--- src/rtl/dmem_port_arbiter_if.sv ---
// ============================================================================
// Module : dmem_port_arbiter_if
// Brief  : Requester-side access bundle for dmem_port_arbiter (one per port).
// Rev    : 1.0 - initial release
// ============================================================================
`default_nettype none

interface dmem_port_arbiter_if #(
    parameter int ADDR_LEN = 32,
    parameter int DATA_LEN = 32
);
    logic                req;
    logic                we;
    logic [ADDR_LEN-1:0] addr;
    logic [DATA_LEN-1:0] wdata;
    logic [1:0]          size;
    logic                gnt;
    logic                rvalid;
    logic [DATA_LEN-1:0] rdata;

    modport master (output req, we, addr, wdata, size, input gnt, rvalid, rdata);
    modport slave  (input req, we, addr, wdata, size, output gnt, rvalid, rdata);
endinterface

`default_nettype wire

--- src/rtl/dmem_port_arbiter.sv ---
// ============================================================================
// Module : dmem_port_arbiter
// Brief  : Two-requester arbiter sharing one single-port data memory.
//          Optional macro DMEM_ARB_FIXED_PRIO_EN selects fixed priority (port 0).
// Rev    : 1.0 - initial release
// ============================================================================
`default_nettype none

module dmem_port_arbiter #(
    parameter int ADDR_LEN = 32,
    parameter int DATA_LEN = 32
) (
    input  logic                clk,
    input  logic                reset,
    dmem_port_arbiter_if.slave  port0,
    dmem_port_arbiter_if.slave  port1,
    output logic [ADDR_LEN-1:0] mem_addr,
    output logic [DATA_LEN-1:0] mem_wdata,
    output logic [1:0]          mem_size,
    output logic                mem_we,
    output logic                mem_re,
    input  logic [DATA_LEN-1:0] mem_rdata
);

    typedef enum logic [1:0] {
        S_IDLE  = 2'd0,
        S_ISSUE = 2'd1,
        S_RESP  = 2'd2
    } state_t;

    state_t              r_state;
    logic                r_last;
    logic                r_owner;
    logic                r_we;
    logic [ADDR_LEN-1:0] r_addr;
    logic [DATA_LEN-1:0] r_wdata;
    logic [1:0]          r_size;
    logic                r_gnt0;
    logic                r_gnt1;
    logic                r_rvalid0;
    logic                r_rvalid1;
    logic                r_mem_we;
    logic                r_mem_re;

    logic                w_win0;
    logic                w_win1;
    logic                w_sel_we;
    logic [ADDR_LEN-1:0] w_sel_addr;
    logic [DATA_LEN-1:0] w_sel_wdata;
    logic [1:0]          w_sel_size;

    always_comb begin
`ifdef DMEM_ARB_FIXED_PRIO_EN
        w_win0 = port0.req;
`else
        // On a tie the port that did not win last time goes first
        w_win0 = port0.req && (!port1.req || r_last);
`endif
        w_win1      = port1.req && !w_win0;
        w_sel_we    = w_win1 ? port1.we    : port0.we;
        w_sel_addr  = w_win1 ? port1.addr  : port0.addr;
        w_sel_wdata = w_win1 ? port1.wdata : port0.wdata;
        w_sel_size  = w_win1 ? port1.size  : port0.size;
        // Size 3 is not a legal encoding; treat it as a word access
        if (w_sel_size == 2'd3) begin
            w_sel_size = 2'd2;
        end
    end

    // The command register doubles as the held mem_* bus value
    always_ff @(posedge clk or posedge reset) begin
        if (reset) begin
            r_state   <= S_IDLE;
            r_last    <= 1'b1;
            r_owner   <= 1'b0;
            r_we      <= 1'b0;
            r_addr    <= '0;
            r_wdata   <= '0;
            r_size    <= 2'd0;
            r_gnt0    <= 1'b0;
            r_gnt1    <= 1'b0;
            r_rvalid0 <= 1'b0;
            r_rvalid1 <= 1'b0;
            r_mem_we  <= 1'b0;
            r_mem_re  <= 1'b0;
        end else begin
            r_gnt0    <= 1'b0;
            r_gnt1    <= 1'b0;
            r_rvalid0 <= 1'b0;
            r_rvalid1 <= 1'b0;
            r_mem_we  <= 1'b0;
            r_mem_re  <= 1'b0;
            case (r_state)
                S_IDLE: begin
                    if (w_win0 || w_win1) begin
                        r_owner  <= w_win1;
                        r_last   <= w_win1;
                        r_we     <= w_sel_we;
                        r_addr   <= w_sel_addr;
                        r_wdata  <= w_sel_wdata;
                        r_size   <= w_sel_size;
                        r_gnt0   <= w_win0;
                        r_gnt1   <= w_win1;
                        r_mem_we <= w_sel_we;
                        r_mem_re <= !w_sel_we;
                        r_state  <= S_ISSUE;
                    end
                end
                S_ISSUE: begin
                    if (r_we) begin
                        r_state <= S_IDLE;
                    end else begin
                        r_rvalid0 <= !r_owner;
                        r_rvalid1 <= r_owner;
                        r_state   <= S_RESP;
                    end
                end
                S_RESP: begin
                    r_state <= S_IDLE;
                end
                default: begin
                    r_state <= S_IDLE;
                end
            endcase
        end
    end

    assign mem_addr     = r_addr;
    assign mem_wdata    = r_wdata;
    assign mem_size     = r_size;
    assign mem_we       = r_mem_we;
    assign mem_re       = r_mem_re;

    assign port0.gnt    = r_gnt0;
    assign port1.gnt    = r_gnt1;
    assign port0.rvalid = r_rvalid0;
    assign port1.rvalid = r_rvalid1;
    assign port0.rdata  = r_rvalid0 ? mem_rdata : '0;
    assign port1.rdata  = r_rvalid1 ? mem_rdata : '0;

endmodule

`default_nettype wire

--- src/flat_wrapper.sv ---
// flat-port wrapper written by rule: the top's interface ports become plain ports
module dmem_port_arbiter_flat 
#(
    parameter int ADDR_LEN = 32,
    parameter int DATA_LEN = 32
)
  (clk, reset, mem_addr, mem_wdata, mem_size, mem_we, mem_re, mem_rdata, port0_req, port0_we, port0_addr, port0_wdata, port0_size, port0_gnt, port0_rvalid, port0_rdata, port1_req, port1_we, port1_addr, port1_wdata, port1_size, port1_gnt, port1_rvalid, port1_rdata);
  dmem_port_arbiter_if #(.ADDR_LEN(ADDR_LEN), .DATA_LEN(DATA_LEN)) port0_i ();
  dmem_port_arbiter_if #(.ADDR_LEN(ADDR_LEN), .DATA_LEN(DATA_LEN)) port1_i ();
  input  logic clk;
  input  logic reset;
  output logic [ADDR_LEN-1:0] mem_addr;
  output logic [DATA_LEN-1:0] mem_wdata;
  output logic [1:0] mem_size;
  output logic mem_we;
  output logic mem_re;
  input  logic [DATA_LEN-1:0] mem_rdata;
  input wire logic [$bits(port0_i.req)-1:0] port0_req;
  input wire logic [$bits(port0_i.we)-1:0] port0_we;
  input wire logic [$bits(port0_i.addr)-1:0] port0_addr;
  input wire logic [$bits(port0_i.wdata)-1:0] port0_wdata;
  input wire logic [$bits(port0_i.size)-1:0] port0_size;
  output wire logic [$bits(port0_i.gnt)-1:0] port0_gnt;
  output wire logic [$bits(port0_i.rvalid)-1:0] port0_rvalid;
  output wire logic [$bits(port0_i.rdata)-1:0] port0_rdata;
  input wire logic [$bits(port1_i.req)-1:0] port1_req;
  input wire logic [$bits(port1_i.we)-1:0] port1_we;
  input wire logic [$bits(port1_i.addr)-1:0] port1_addr;
  input wire logic [$bits(port1_i.wdata)-1:0] port1_wdata;
  input wire logic [$bits(port1_i.size)-1:0] port1_size;
  output wire logic [$bits(port1_i.gnt)-1:0] port1_gnt;
  output wire logic [$bits(port1_i.rvalid)-1:0] port1_rvalid;
  output wire logic [$bits(port1_i.rdata)-1:0] port1_rdata;
  assign port0_i.req = port0_req;
  assign port0_i.we = port0_we;
  assign port0_i.addr = port0_addr;
  assign port0_i.wdata = port0_wdata;
  assign port0_i.size = port0_size;
  assign port0_gnt = port0_i.gnt;
  assign port0_rvalid = port0_i.rvalid;
  assign port0_rdata = port0_i.rdata;
  assign port1_i.req = port1_req;
  assign port1_i.we = port1_we;
  assign port1_i.addr = port1_addr;
  assign port1_i.wdata = port1_wdata;
  assign port1_i.size = port1_size;
  assign port1_gnt = port1_i.gnt;
  assign port1_rvalid = port1_i.rvalid;
  assign port1_rdata = port1_i.rdata;
  dmem_port_arbiter #(.ADDR_LEN(ADDR_LEN), .DATA_LEN(DATA_LEN)) u_core (.clk(clk), .reset(reset), .port0(port0_i), .port1(port1_i), .mem_addr(mem_addr), .mem_wdata(mem_wdata), .mem_size(mem_size), .mem_we(mem_we), .mem_re(mem_re), .mem_rdata(mem_rdata));
endmodule
--- config.mk ---
export PLATFORM = sky130hd
export DESIGN_NAME = dmem_port_arbiter_flat
export DESIGN_NICKNAME = d
export VERILOG_FILES = /design/src/rtl/dmem_port_arbiter_if.sv /design/src/rtl/dmem_port_arbiter.sv /design/src/flat_wrapper.sv
export SDC_FILE = /design/constraint.sdc
export NUM_CORES = 1
export LEC_CHECK = 0
export CAP_MARGIN = 5
export CORE_MARGIN = 2
export CORE_UTILIZATION = 31
export DETAILED_ROUTE_END_ITERATION = 10
export PLACE_DENSITY = 0.85
export SYNTH_ARGS = -nofsm -noshare
export SYNTH_HDL_FRONTEND = slang
export SYNTH_SLANG_ARGS = --single-unit
export TNS_END_PERCENT = 5
--- constraint.sdc ---
create_clock -name clk -period 2.2 [get_ports clk]
set_input_delay 0.22 -clock clk [delete_from_list [all_inputs] [get_ports clk]]
set_output_delay 0.22 -clock clk [all_outputs]
set_load 0.05 [all_outputs]
# == After elaboration in Yosys (flattened, before gate mapping) ==
# Cells that the tools add are included.
# word_totals
register_bits,77
mem_bits_rw,0
word_cells,48
output_inout_bits,136
mem_count,0
latch_bits,0
romBits,0
inputBits,170
# op_classes
n_reduce_logical,10
n_mul,0
addsub,0
bitwise_logic,0
shifts,0
n_div,0
eq_ne,3
order_cmp,0
muxes,22
# op_table
cell,n
two-way mux 32 bit,4
two-way mux 1 bit,13
two-way mux 2 bit,4
zero test 1 bit,4
one-hot mux 2 bit (2 select lines),1
== test 2 x 1 -> 1 bit (second input constant),1
== test 2 bit (second input constant),1
logical AND 1 bit,2
zero test 2 bit,1
logical OR 1 bit,2
inequality test 2 x 1 -> 1 bit (second input constant),1
AND reduction 2 bit,1

# == Longest topological paths before layout ==
# logic_depth
word_depth,9
depth_mapped,5
depth_no_buf,3

# == Worst setup path after synthesis ==
# OpenSTA, ideal clock, no wires.
# synth_timing
kind,register to output
from,"register u_core.r_rvalid1, in the netlist u_core.port1.rvalid"
to,output port port1_rdata[31]
t_required_ns,1.980
arrival_time_ns,1.352
stages_incl_launch_ff,3
path_slack_ns,0.628
n_path_buf,1
cell_sequence,dfrtp_1 > clkbuf_1 > and2_1
# synth_via
elab_chain_cells,1
# synth_rtl
element,line_no,source
start: declaration,dmem_port_arbiter.sv:41,logic r_rvalid1;
start signal: assignment,dmem_port_arbiter.sv:114,r_rvalid1 <= r_owner;
two-way mux 32 bit,dmem_port_arbiter.sv:139,assign port1.rdata = r_rvalid1 ? mem_rdata : '0;
end: declaration,flat_wrapper.sv:33,output wire logic [$bits(port1_i.rdata)-1:0] port1_rdata;
# No other way between the ends.

# == Worst setup path after layout ==
# layout_timing
from,"register u_core.r_rvalid1, in the netlist u_core.port1.rvalid"
to,output port port1_rdata[28]
# Same word-level chain as after synthesis.

==> impl_metrics.csv <==
group,metric,value,unit
flow_run,max_cap_violations,0,
clocking,ctsHtreeMaxLevel,3,
clocking,clk_pin_slew,60,ps
clocking,root_buffer,"clkbuf_16",
critical_path,cp_max_fo,33,
timing,hold_violations,0,
clocking,clock_path_buffers,2,
layout,fill_cells,1124,
critical_path,worstRegToRegCells,4,
timing,finalHoldWorstSlack,193,ps
drt,postRouteAntennaNets,0,
layout,synthToLayoutAreaGrowth,84.0,%
layout,multi_input_area,2100,µm²
global_route,grt_max_degree,41,
layout,seqCellArea,1930,µm²
floorplan,die_h,120,µm
power,power_leakage,0.00327,µW
critical_path,critPathArrivalTime,1570,ps
drt,drt-total-wl,14200,µm
synthesis,synth.avg_cell_area,13.1,µm²
layout,post-route-util,0.579,
power,power,11400,µW
timing,finalSetupViolCount,0,
global_route,track_usage,0.196,
timing,fin_crit_sh,0.816,
critical_path,end_kind,"output pin",
critical_path,startpoint_type,"flip-flop",
synthesis,yosysWarnings,0,
synthesis,synth_cells,315,
global_route,grt_pass1_wl,21100,µm
synthesis,syn_nets,485,
floorplan,fp-row-count,42,
clocking,post_cts_buffers,0,
drt,drtIter0Drc,94,
floorplan,die_area,14300,µm²
timing,worst_slew_pin_slew,687,ps
critical_path,rr_endpoint,"u_core.mem_addr[23]$_DFFE_PP0P_",
floorplan,start_util,0.315,
clocking,cts_resized,0,
critical_path,r2r-start,"u_core.r_state[1]$_DFFE_PP0P_",
global_route,antenna_found_initial,0,
drt,via_count,3665,
drt,via_per_inst,4.59,
power,peakVddDrop,1040,µV
layout,final_cells,798,
power,p_per_area,1500,nW/µm²
place,portBuffers,305,
timing,max_freq,0.557,GHz
clocking,clk-insertion-delay-late,340,ps
timing,fin_crit,1790,ps
clocking,clock-sinks,77,
timing,slew_headroom,0.542,
critical_path,critical_path_required,1980,ps
critical_path,critPathKind,"flip-flop to output pin",
clocking,holdBufCountCts,0,
synthesis,seq_area_frac_synth,0.466,
synthesis,synth_cell_types,20,
timing,fin_skew,7.63,ps
critical_path,cp_slowest_cell,"dfrtp_1",
global_route,grt_pass1_vias,3948,
outcome,status,"completed",
place,place_hpwl,11300,µm
drt,wl_per_cell,17.8,µm
timing,drv_slew,0,
clocking,numCtsBuffers,9,
floorplan,fp.dieW,120,µm
floorplan,core_region_area,13100,µm²
critical_path,crit_chain,"and2_1, buf_4",
drt,drc,0,
critical_path,r2r_slack,570,ps
hold_path,hp-class,"input port to asynchronous set/reset pin",
synthesis,netlist_area,4140,µm²
layout,final_layout_size_suffix_gt1_frac,0.359,
synthesis,synth-seq-cells,77,
place,gp_congestion,0.897,
timing,fin_tns_setup,0,ps
critical_path,slowest_delay,780,ps
timing,rsz0062_at_grt,"no",
global_route,overflow,0,
drt,drt_first_pass_iters,4,
clocking,cts_tree,"done",
layout,n_antenna_cell,0,
place,dp_cells,782,
floorplan,pin_count,306,
layout,fin_nets,787,
## power by group
part	internal, µW	leakage (µW)	switching, µW
Clock	1140	0.000165	586
Sequential	2140	0.000910	404
Combinational	2800	0.00219	4330
## placed cells by master (no fill, tap or decap), types with 2 or more instances in the layout
cell type          n
and2_1            67
clkbuf_16          9
inv_1              2
mux2i_1            3
clkinvlp_4         2
dfrtp_1           76
bufinv_16          3
a21oi_1            2
nor2b_1            2
clkdlybuf4s50_1  240
mux2_4            20
nand2b_1           2
mux2_2           111
buf_12             5
buf_4             67
clkinv_2           2
## cell families (layout without fill, tap and decap cells)
group,count (synthesis),after routing,synth area share
mux,134,134,0.382
flops,77,77,0.466
simple gates,74,74,0.111
buf+inv,24,331,0.0308
compound gates,6,6,0.0103
## critical path: cells and delay by family (launching register included)
family	cells	cell delay, ps
buffers and inverters	1	220
DFF	1	780
and+or+nand+nor	1	230
## routing by layer
layer | routed length [µm] | track usage | vias to the layer above
li1 | - | - | 1686
met1 | 4860 | 0.187 | 1759
met2 | 7540 | 0.366 | 198
met3 | 1360 | 0.0822 | 22
met4 | 405 | 0.0809 | 0
met5 | 0 | 0 | -
## through the flow
step / instance area [µm²] / setup WS (ps)
after floorplan: 4140 / 15.0
after global placement: 7260 / 154
after detailed placement: 7260 / 91.9
after CTS: 7610 / 383
after global routing: 7610 / 265
final: 7610 / 405
## synth_stat cells
cell type	instances	area, µm²
dfrtp_1	76	1900
buf_6	3	33.8
mux2_2	111	1250
nor2b_1	2	12.5
a31oi_1	1	6.26
buf_2	12	60.1
and2_1	67	419
clkbuf_1	6	22.5
nor3b_1	1	7.51
a21boi_2	1	11.3
dfstp_2	1	26.3
a21oi_1	2	10.0
mux2i_1	3	30.0
o21a_1	1	7.51
a21o_1	1	7.51
mux2_4	20	300
nor2_1	1	3.75
inv_1	3	11.3
nand2_1	1	3.75
nand2b_1	2	12.5
## registers in the layout, summed over array words and instances, names as in the netlist
name,flops
u_core.mem_addr,32
u_core.mem_re,1
u_core.mem_size,2
u_core.mem_wdata,32
u_core.mem_we,1
u_core.port0.gnt,1
u_core.port0.rvalid,1
u_core.port1.gnt,1
u_core.port1.rvalid,1
u_core.r_last,1
u_core.r_owner,1
u_core.r_state,2
u_core.r_we,1
## layout make-up
type	count	area share
Tap cell	176	0.0289
Clock inverter	6	0.0145
Sequential cell	77	0.253
Timing Repair Buffer	312	0.395
Inverter	3	0.00164
Multi-Input combinational cell	214	0.275
Clock buffer	10	0.0314
## worst max path at each step
stage / start / endpoint / slack (ps)
2_1_floorplan: reset / u_core.mem_addr[0]$_DFFE_PP0P_ / 10
3_3_place_gp: port1_req / u_core.mem_wdata[2]$_DFFE_PP0P_ / 150
3_5_place_dp: port1_req / u_core.mem_wdata[28]$_DFFE_PP0P_ / 90
4_1_cts: u_core.port1.rvalid$_DFF_PP0_ / port1_rdata[28] / 380
5_1_grt: u_core.port1.rvalid$_DFF_PP0_ / port1_rdata[28] / 260
6_report: u_core.port1.rvalid$_DFF_PP0_ / port1_rdata[28] / 410
Power figures use the tool's default switching activity.
